**src/rtl/id_stage_if.sv**
```systemverilog
// Decode-stage bus: IF/ID inputs, register-file read port, EX/MEM bypass and ID/EX outputs.
interface id_stage_if;
    localparam int unsigned XLEN  = 32;
    localparam int unsigned REG_W = 5;

    // IF/ID register contents
    logic             id_valid;
    logic [XLEN-1:0]  id_pc;
    logic [XLEN-1:0]  id_inst;
    logic             flush;

    // register-file read ports
    logic             re1;
    logic             re2;
    logic [XLEN-1:0]  r_addr1;
    logic [XLEN-1:0]  r_addr2;
    logic [XLEN-1:0]  r_data1;
    logic [XLEN-1:0]  r_data2;

    // EX-stage bypass
    logic             exf_we;
    logic [REG_W-1:0] exf_addr;
    logic [XLEN-1:0]  exf_data;
    logic             exf_is_load;

    // MEM-stage bypass
    logic             memf_we;
    logic [REG_W-1:0] memf_addr;
    logic [XLEN-1:0]  memf_data;

    // hazard request toward IF
    logic             stall_req;

    // ID/EX register contents
    logic             ex_valid;
    logic [XLEN-1:0]  ex_pc;
    logic [6:0]       ex_opcode;
    logic [2:0]       ex_funct3;
    logic             ex_funct7b5;
    logic [XLEN-1:0]  ex_rs1_val;
    logic [XLEN-1:0]  ex_rs2_val;
    logic [XLEN-1:0]  ex_imm;
    logic [REG_W-1:0] ex_rd;
    logic             ex_rd_we;

    // surrounding pipeline: feeds the decode stage and consumes its results
    modport master (
        output id_valid, id_pc, id_inst, flush,
        output r_data1, r_data2,
        output exf_we, exf_addr, exf_data, exf_is_load,
        output memf_we, memf_addr, memf_data,
        input  re1, re2, r_addr1, r_addr2, stall_req,
        input  ex_valid, ex_pc, ex_opcode, ex_funct3, ex_funct7b5,
        input  ex_rs1_val, ex_rs2_val, ex_imm, ex_rd, ex_rd_we
    );

    // decode stage itself
    modport slave (
        input  id_valid, id_pc, id_inst, flush,
        input  r_data1, r_data2,
        input  exf_we, exf_addr, exf_data, exf_is_load,
        input  memf_we, memf_addr, memf_data,
        output re1, re2, r_addr1, r_addr2, stall_req,
        output ex_valid, ex_pc, ex_opcode, ex_funct3, ex_funct7b5,
        output ex_rs1_val, ex_rs2_val, ex_imm, ex_rd, ex_rd_we
    );
endinterface

```
**src/rtl/id_stage.sv**
```systemverilog
// RV32I instruction-decode stage: decode, operand read/forwarding, load-use detection, ID/EX register.
module id_stage (
    input logic       clk_in,
    input logic       rst_in,
    input logic       rdy_in,
    id_stage_if.slave bus
);
    localparam int unsigned XLEN  = 32;
    localparam int unsigned REG_W = 5;
    localparam int unsigned OP_W  = 7;

    localparam logic [OP_W-1:0] OPC_LUI    = 7'b0110111;
    localparam logic [OP_W-1:0] OPC_AUIPC  = 7'b0010111;
    localparam logic [OP_W-1:0] OPC_JAL    = 7'b1101111;
    localparam logic [OP_W-1:0] OPC_JALR   = 7'b1100111;
    localparam logic [OP_W-1:0] OPC_LOAD   = 7'b0000011;
    localparam logic [OP_W-1:0] OPC_OPIMM  = 7'b0010011;
    localparam logic [OP_W-1:0] OPC_STORE  = 7'b0100011;
    localparam logic [OP_W-1:0] OPC_BRANCH = 7'b1100011;
    localparam logic [OP_W-1:0] OPC_OP     = 7'b0110011;

    typedef struct packed {
        logic             valid;
        logic [XLEN-1:0]  pc;
        logic [OP_W-1:0]  opcode;
        logic [2:0]       funct3;
        logic             funct7b5;
        logic [XLEN-1:0]  rs1_val;
        logic [XLEN-1:0]  rs2_val;
        logic [XLEN-1:0]  imm;
        logic [REG_W-1:0] rd;
        logic             rd_we;
    } idex_t;

    // instruction fields
    logic [XLEN-1:0]  inst;
    logic [OP_W-1:0]  opcode;
    logic [REG_W-1:0] rd;
    logic [REG_W-1:0] rs1;
    logic [REG_W-1:0] rs2;
    logic [2:0]       funct3;

    assign inst   = bus.id_inst;
    assign opcode = inst[6:0];
    assign rd     = inst[11:7];
    assign funct3 = inst[14:12];
    assign rs1    = inst[19:15];
    assign rs2    = inst[24:20];

    // opcode class flags
    logic is_lui, is_auipc, is_jal, is_jalr, is_load, is_opimm, is_store, is_branch, is_op;
    logic legal;
    logic uses_rs1;
    logic uses_rs2;
    logic writes_rd;

    // Classify the opcode; anything unrecognised leaves every flag low.
    always_comb begin
        is_lui    = 1'b0;
        is_auipc  = 1'b0;
        is_jal    = 1'b0;
        is_jalr   = 1'b0;
        is_load   = 1'b0;
        is_opimm  = 1'b0;
        is_store  = 1'b0;
        is_branch = 1'b0;
        is_op     = 1'b0;
        case (opcode)
            OPC_LUI:    is_lui    = 1'b1;
            OPC_AUIPC:  is_auipc  = 1'b1;
            OPC_JAL:    is_jal    = 1'b1;
            OPC_JALR:   is_jalr   = 1'b1;
            OPC_LOAD:   is_load   = 1'b1;
            OPC_OPIMM:  is_opimm  = 1'b1;
            OPC_STORE:  is_store  = 1'b1;
            OPC_BRANCH: is_branch = 1'b1;
            OPC_OP:     is_op     = 1'b1;
            default:    ;
        endcase
    end

    assign legal     = is_lui | is_auipc | is_jal | is_jalr | is_load | is_opimm
                     | is_store | is_branch | is_op;
    assign uses_rs1  = is_jalr | is_load | is_opimm | is_store | is_branch | is_op;
    assign uses_rs2  = is_op | is_store | is_branch;
    assign writes_rd = is_lui | is_auipc | is_jal | is_jalr | is_load | is_opimm | is_op;

    // Register-file read port requests; an unused port reads address 0.
    logic re1;
    logic re2;

    assign re1 = bus.id_valid & uses_rs1;
    assign re2 = bus.id_valid & uses_rs2;

    assign bus.re1     = re1;
    assign bus.re2     = re2;
    assign bus.r_addr1 = re1 ? XLEN'(rs1) : '0;
    assign bus.r_addr2 = re2 ? XLEN'(rs2) : '0;

    // immediate candidates for each encoding format
    logic [XLEN-1:0] imm_i;
    logic [XLEN-1:0] imm_s;
    logic [XLEN-1:0] imm_b;
    logic [XLEN-1:0] imm_u;
    logic [XLEN-1:0] imm_j;
    logic [XLEN-1:0] imm;

    assign imm_i = {{20{inst[31]}}, inst[31:20]};
    assign imm_s = {{20{inst[31]}}, inst[31:25], inst[11:7]};
    assign imm_b = {{19{inst[31]}}, inst[31], inst[7], inst[30:25], inst[11:8], 1'b0};
    assign imm_u = {inst[31:12], 12'b0};
    assign imm_j = {{11{inst[31]}}, inst[31], inst[19:12], inst[20], inst[30:21], 1'b0};

    // Select the immediate by format; R-format and illegal opcodes give zero.
    always_comb begin
        imm = '0;
        if (is_jalr | is_load | is_opimm) begin
            imm = imm_i;
        end else if (is_store) begin
            imm = imm_s;
        end else if (is_branch) begin
            imm = imm_b;
        end else if (is_lui | is_auipc) begin
            imm = imm_u;
        end else if (is_jal) begin
            imm = imm_j;
        end
    end

    // Operand bypass: x0/unused reads are zero, EX beats MEM, MEM beats the register file.
    function automatic logic [XLEN-1:0] fwd_operand(
        input logic             en,
        input logic [REG_W-1:0] addr,
        input logic [XLEN-1:0]  rf_data,
        input logic             ex_we,
        input logic [REG_W-1:0] ex_addr,
        input logic [XLEN-1:0]  ex_data,
        input logic             mem_we,
        input logic [REG_W-1:0] mem_addr,
        input logic [XLEN-1:0]  mem_data
    );
        logic [XLEN-1:0] val;
        if (!en || addr == '0) begin
            val = '0;
        end else if (ex_we && ex_addr == addr) begin
            val = ex_data;
        end else if (mem_we && mem_addr == addr) begin
            val = mem_data;
        end else begin
            val = rf_data;
        end
        return val;
    endfunction

    logic [XLEN-1:0] rs1_val;
    logic [XLEN-1:0] rs2_val;

    assign rs1_val = fwd_operand(re1, rs1, bus.r_data1,
                                 bus.exf_we, bus.exf_addr, bus.exf_data,
                                 bus.memf_we, bus.memf_addr, bus.memf_data);
    assign rs2_val = fwd_operand(re2, rs2, bus.r_data2,
                                 bus.exf_we, bus.exf_addr, bus.exf_data,
                                 bus.memf_we, bus.memf_addr, bus.memf_data);

    // Load-use hazard: EX holds a load whose result this instruction needs; a flush cancels it.
    logic load_hit;
    logic stall_req;

    assign load_hit  = (re1 && rs1 == bus.exf_addr) || (re2 && rs2 == bus.exf_addr);
    assign stall_req = bus.id_valid & bus.exf_is_load & bus.exf_we
                     & (bus.exf_addr != '0) & load_hit & ~bus.flush;

    assign bus.stall_req = stall_req;

    // Decoded payload as it would enter ID/EX; rd is zeroed when nothing is written.
    idex_t idex_d;
    logic  rd_we;

    assign rd_we = writes_rd & (rd != '0);

    always_comb begin
        idex_d          = '0;
        idex_d.valid    = 1'b1;
        idex_d.pc       = bus.id_pc;
        idex_d.opcode   = opcode;
        idex_d.funct3   = funct3;
        idex_d.funct7b5 = inst[30];
        idex_d.rs1_val  = rs1_val;
        idex_d.rs2_val  = rs2_val;
        idex_d.imm      = imm;
        idex_d.rd       = rd_we ? rd : '0;
        idex_d.rd_we    = rd_we;
    end

    // Any reason not to issue turns the ID/EX slot into an all-zero bubble.
    logic bubble;

    assign bubble = bus.flush | stall_req | ~legal | ~bus.id_valid;

    // ID/EX register: reset clears, low rdy_in freezes, otherwise latch payload or bubble.
    idex_t idex_q;

    always_ff @(posedge clk_in) begin
        if (rst_in) begin
            idex_q <= '0;
        end else if (rdy_in) begin
            if (bubble) begin
                idex_q <= '0;
            end else begin
                idex_q <= idex_d;
            end
        end
    end

    assign bus.ex_valid    = idex_q.valid;
    assign bus.ex_pc       = idex_q.pc;
    assign bus.ex_opcode   = idex_q.opcode;
    assign bus.ex_funct3   = idex_q.funct3;
    assign bus.ex_funct7b5 = idex_q.funct7b5;
    assign bus.ex_rs1_val  = idex_q.rs1_val;
    assign bus.ex_rs2_val  = idex_q.rs2_val;
    assign bus.ex_imm      = idex_q.imm;
    assign bus.ex_rd       = idex_q.rd;
    assign bus.ex_rd_we    = idex_q.rd_we;
endmodule

```
**src/flat_wrapper.sv**
```systemverilog
// flat-port wrapper written by rule: the top's interface ports become plain ports
module id_stage_flat 
  (clk_in, rst_in, rdy_in, bus_id_valid, bus_id_pc, bus_id_inst, bus_flush, bus_r_data1, bus_r_data2, bus_exf_we, bus_exf_addr, bus_exf_data, bus_exf_is_load, bus_memf_we, bus_memf_addr, bus_memf_data, bus_re1, bus_re2, bus_r_addr1, bus_r_addr2, bus_stall_req, bus_ex_valid, bus_ex_pc, bus_ex_opcode, bus_ex_funct3, bus_ex_funct7b5, bus_ex_rs1_val, bus_ex_rs2_val, bus_ex_imm, bus_ex_rd, bus_ex_rd_we);
  id_stage_if bus_i ();
  input logic clk_in;
  input logic rst_in;
  input logic rdy_in;
  input wire logic [$bits(bus_i.id_valid)-1:0] bus_id_valid;
  input wire logic [$bits(bus_i.id_pc)-1:0] bus_id_pc;
  input wire logic [$bits(bus_i.id_inst)-1:0] bus_id_inst;
  input wire logic [$bits(bus_i.flush)-1:0] bus_flush;
  input wire logic [$bits(bus_i.r_data1)-1:0] bus_r_data1;
  input wire logic [$bits(bus_i.r_data2)-1:0] bus_r_data2;
  input wire logic [$bits(bus_i.exf_we)-1:0] bus_exf_we;
  input wire logic [$bits(bus_i.exf_addr)-1:0] bus_exf_addr;
  input wire logic [$bits(bus_i.exf_data)-1:0] bus_exf_data;
  input wire logic [$bits(bus_i.exf_is_load)-1:0] bus_exf_is_load;
  input wire logic [$bits(bus_i.memf_we)-1:0] bus_memf_we;
  input wire logic [$bits(bus_i.memf_addr)-1:0] bus_memf_addr;
  input wire logic [$bits(bus_i.memf_data)-1:0] bus_memf_data;
  output wire logic [$bits(bus_i.re1)-1:0] bus_re1;
  output wire logic [$bits(bus_i.re2)-1:0] bus_re2;
  output wire logic [$bits(bus_i.r_addr1)-1:0] bus_r_addr1;
  output wire logic [$bits(bus_i.r_addr2)-1:0] bus_r_addr2;
  output wire logic [$bits(bus_i.stall_req)-1:0] bus_stall_req;
  output wire logic [$bits(bus_i.ex_valid)-1:0] bus_ex_valid;
  output wire logic [$bits(bus_i.ex_pc)-1:0] bus_ex_pc;
  output wire logic [$bits(bus_i.ex_opcode)-1:0] bus_ex_opcode;
  output wire logic [$bits(bus_i.ex_funct3)-1:0] bus_ex_funct3;
  output wire logic [$bits(bus_i.ex_funct7b5)-1:0] bus_ex_funct7b5;
  output wire logic [$bits(bus_i.ex_rs1_val)-1:0] bus_ex_rs1_val;
  output wire logic [$bits(bus_i.ex_rs2_val)-1:0] bus_ex_rs2_val;
  output wire logic [$bits(bus_i.ex_imm)-1:0] bus_ex_imm;
  output wire logic [$bits(bus_i.ex_rd)-1:0] bus_ex_rd;
  output wire logic [$bits(bus_i.ex_rd_we)-1:0] bus_ex_rd_we;
  assign bus_i.id_valid = bus_id_valid;
  assign bus_i.id_pc = bus_id_pc;
  assign bus_i.id_inst = bus_id_inst;
  assign bus_i.flush = bus_flush;
  assign bus_i.r_data1 = bus_r_data1;
  assign bus_i.r_data2 = bus_r_data2;
  assign bus_i.exf_we = bus_exf_we;
  assign bus_i.exf_addr = bus_exf_addr;
  assign bus_i.exf_data = bus_exf_data;
  assign bus_i.exf_is_load = bus_exf_is_load;
  assign bus_i.memf_we = bus_memf_we;
  assign bus_i.memf_addr = bus_memf_addr;
  assign bus_i.memf_data = bus_memf_data;
  assign bus_re1 = bus_i.re1;
  assign bus_re2 = bus_i.re2;
  assign bus_r_addr1 = bus_i.r_addr1;
  assign bus_r_addr2 = bus_i.r_addr2;
  assign bus_stall_req = bus_i.stall_req;
  assign bus_ex_valid = bus_i.ex_valid;
  assign bus_ex_pc = bus_i.ex_pc;
  assign bus_ex_opcode = bus_i.ex_opcode;
  assign bus_ex_funct3 = bus_i.ex_funct3;
  assign bus_ex_funct7b5 = bus_i.ex_funct7b5;
  assign bus_ex_rs1_val = bus_i.ex_rs1_val;
  assign bus_ex_rs2_val = bus_i.ex_rs2_val;
  assign bus_ex_imm = bus_i.ex_imm;
  assign bus_ex_rd = bus_i.ex_rd;
  assign bus_ex_rd_we = bus_i.ex_rd_we;
  id_stage u_core (.clk_in(clk_in), .rst_in(rst_in), .rdy_in(rdy_in), .bus(bus_i));
endmodule
```
**config.mk**
```make
export PLATFORM = sky130hd
export DESIGN_NAME = id_stage_flat
export DESIGN_NICKNAME = d
export VERILOG_FILES = /design/src/rtl/id_stage_if.sv /design/src/rtl/id_stage.sv /design/src/flat_wrapper.sv
export SDC_FILE = /design/constraint.sdc
export NUM_CORES = 1
export LEC_CHECK = 0
export CELL_PAD_IN_SITES_DETAIL_PLACEMENT = 1
export CELL_PAD_IN_SITES_GLOBAL_PLACEMENT = 1
export CORE_AREA = 3 3 165 167
export DETAILED_ROUTE_END_ITERATION = 12
export DIE_AREA = 0 0 168 170
export DONT_BUFFER_PORTS = 1
export GPL_ROUTABILITY_DRIVEN = 0
export PLACE_DENSITY_LB_ADDON = 0.12
export REMOVE_ABC_BUFFERS = 1
export SKIP_CTS_REPAIR_TIMING = 1
export SLEW_MARGIN = 20
export SYNTH_ARGS = -nofsm -noshare
export SYNTH_HDL_FRONTEND = slang
export SYNTH_SLANG_ARGS = --single-unit
```
**constraint.sdc**
```tcl
create_clock -name clk_in -period 4.11 [get_ports clk_in]
set_clock_uncertainty 0.05 [all_clocks]
set_input_delay 0.6165 -clock clk_in [delete_from_list [all_inputs] [get_ports clk_in]]
set_output_delay 0.6165 -clock clk_in [all_outputs]
set_load 0.005 [all_outputs]
```
==> key figures <==
Status
  – Status: finished, final reports clean

Synth
  – Post-synth EDFFs: 0
  – Post-Synthesis Cells: 743
  – Area leader, netlist: dfxtp_1
  – Main synth FF type: dfxtp_1
  – Flops & latches, synth: 146
  – Post-Syn Area: 7120 sq um
  – Largest cells by area after synthesis: dfxtp_1 41%, a22o_1 15%, mux2i_1 9.0%, buf_4 5.7%, o21ai_0 5.7%
  – Post-synthesis cell type count: 45
  – Synth top cells by count: 146 x dfxtp_1, 124 x a22o_1, 81 x o21ai_0
  – Cell with the most instances after synthesis: dfxtp_1
  – Sequential area share after synthesis: 0.411
  – Async S/R FF share, synth: 0
  – Syn. warnings: 0
  – Syn avg cell area: 9.58 sq um
  – Synth top area share: 0.411

STA
  – Final hold slack: 0.272 ns
  – F_max: 357 MHz
  – Slew Limit Fails: 0
  – Final period util: 0.682
  – Setup tns final: 0 ns
  – Fin. Hold Viols: 0
  – Post-layout min period: 2.80 ns
  – Slew HR: 0.286
  – Final setup viols: 0
  – Slew at the pin with the worst max-slew slack: 1.07 ns
  – RSZ-0062 raised after global routing: no

Placement
  – Post-DP HPWL: 19500 um
  – Area post-placement: 7180 sq um
  – Port Buffers: 0

Setup path
  – R2R depth: 2
  – Critical Path Sink Type: primary output
  – WP data arrival: 2.14 ns
  – CP required: 3.44 ns
  – CP max FO: 8
  – Crit path kind: input pin to primary output
  – Buf/Inv on CP: 0
  – Slowest stage delay, CP: 0.39 ns
  – CP top delay family: compound AO/OA/AOI/OAI gates
  – Sequence of cells on the critical path: and3b_1 > o211a_1 > o2111ai_1 > a21oi_4 > nor2b_1
  – CP max stage cell: o211a_1
  – CP Depth: 5
  – Worst Setup Start Kind: input pin

Power and ir drop
  – Comb power frac: 0.051
  – Sequential Power Share: 0.450
  – Clock power frac: 0.498
  – Pleak: 2.82 nW
  – Sw frac: 0.269
  – Total Power: 3.15 mW
  – Int Power: 2.30 mW
  – P_sw: 847 uW
  – PwrDens: 404 nW/um^2
  – VDD IR-drop max: 215 uV

Floorplanning
  – Row count: 59
  – I/O pin count: 423
  – Core area: 25900 sq um
  – Die Area: 28600 sq um
  – Die Wd: 168 um
  – Initial Util: 0.275
  – Die Y: 170 um

Final layout
  – Fin util: 0.301
  – Final Cell Area: 7790 sq um
  – Nets@finish: 926
  – Share of post-route cells with drive strength above 1: 0.0905
  – Diodes inserted: 0
  – Syn-to-layout area delta: 9.44%

Detailed routing
  – Drt wl/cell: 24.6 um
  – Post-route DRC: 0
  – First-pass iteration count of the detailed router: 4
  – Via count: 5623
  – Post-DRT Antenna Nets: 0
  – Drt first-iter violations: 229
  – Vias per inst: 5.28
  – WL final: 26200 um

Clock tree
  – TritonCTS clock tree: yes
  – Cts bufs inserted: 17
  – H-tree depth: 4
  – Clock latency on the worst-skew pair: 0.41 ns
  – CTS root buffer: clkbuf_16
  – CTS clk-pin slew, worst paths: 0.07 ns
  – Clock sink count: 146
  – Buffer depth of the longest clock path: 2

Hold path
  – Type of the most critical hold path: input pin to register
  – Hold depth: 1

Global route
  – Initial antenna violation count: 0
  – Gr ovfl total: 0
  – Vias in the first global route: 5891
  – Total track usage: 0.173
  – Largest net degree at the start of global routing: 65
  – First-pass GRT wire length: 38000 um

Job
  – Max-Cap Viols: 0
## layout make-up
type	instances	area, sq um
fillers	2954	18100
inverters	1	3.75
multi-input cells	535	3690
well taps	335	419
clock buffers	17	425
clock inverters	15	186
flip-flops and latches	146	2920
repair buffers	15	138
## worst register-to-register path, delay by kind of cell (launching register included)
| family | cells | cell delay (ns) |
|---|---|---|
| flip-flops | 1 | 0.33 |
| AND/OR/NAND/NOR | 1 | 0.14 |
| AO/OA/AOI/OAI | 1 | 0.18 |
## layout by cell type, fill, tap and decap left out, drive strengths merged, types with 8 or more instances in the layout
| cell | synthesis | routed |
|---|---|---|
| dfxtp | 146 | 146 |
| a22o | 124 | 124 |
| o21ai | 81 | 81 |
| nand2 | 73 | 73 |
| mux2i | 64 | 64 |
| conb | 1 | 54 |
| a32o | 23 | 23 |
| nor2 | 22 | 22 |
| clkbuf | 36 | 17 |
| buf | 78 | 15 |
| xor2 | 13 | 13 |
| and2 | 10 | 10 |
| clkinv | 0 | 9 |
| a21o | 8 | 8 |
## cells by family (layout without fill, tap and decap cells)
family | Yosys count | in the layout | synth area share
AOI/OAI and AO/OA | 252 | 252 | 0.269
xor gates and xnor gates | 20 | 20 | 0.0246
buffers and inverters | 115 | 48 | 0.101
DFF | 146 | 146 | 0.411
other | 1 | 54 | 0.000527
muxes | 64 | 64 | 0.0900
and+or+nand+nor | 145 | 145 | 0.104
## final timing paths
kind                                            start               endpoint  slack [ns]
worst min register to register  u_core.bus.ex_imm[10]  u_core.bus.ex_imm[10]        0.45
worst max register to register    u_core.bus.ex_valid    u_core.bus.ex_valid        3.31
worst min-delay path                    bus_id_pc[11]   u_core.bus.ex_pc[11]        0.27
worst max-delay path                   bus_id_inst[3]          bus_stall_req        1.31
## per-layer routing
metal	up-vias	wire [um]	share of wire	track usage
li1	2570	-	-	-
met1	2739	10100	0.38	0.194
met2	296	12800	0.49	0.300
met3	18	2820	0.11	0.0727
met4	0	510	0.019	0.0519
met5	-	0	0	0
## power groups by stage
stage	Sequential (mW)	Clock, mW	Combinational [mW]
6_report	1.42	1.57	0.161
3_3_place_gp	1.45	0	0.156
3_5_place_dp	1.45	0	0.161
4_1_cts	1.42	1.63	0.161
5_1_grt	1.42	1.70	0.183
2_1_floorplan	1.45	0	0.119
## through the flow
step	cells	setup slack, ns
after global routing	1064	1.22
after detailed placement	1032	1.12
after floorplan	682	-1.59
after CTS	1064	1.28
after global placement	1032	1.21
final	1064	1.31
## flip-flops by register name, indices dropped and copies added (netlist names), 3 cells and up
signal and count:
u_core.bus.ex_funct3 3, u_core.bus.ex_imm 32, u_core.bus.ex_opcode 7, u_core.bus.ex_pc 32, u_core.bus.ex_rd 5, u_core.bus.ex_rs1_val 32
u_core.bus.ex_rs2_val 32
(Power assumes the default switching activity.)
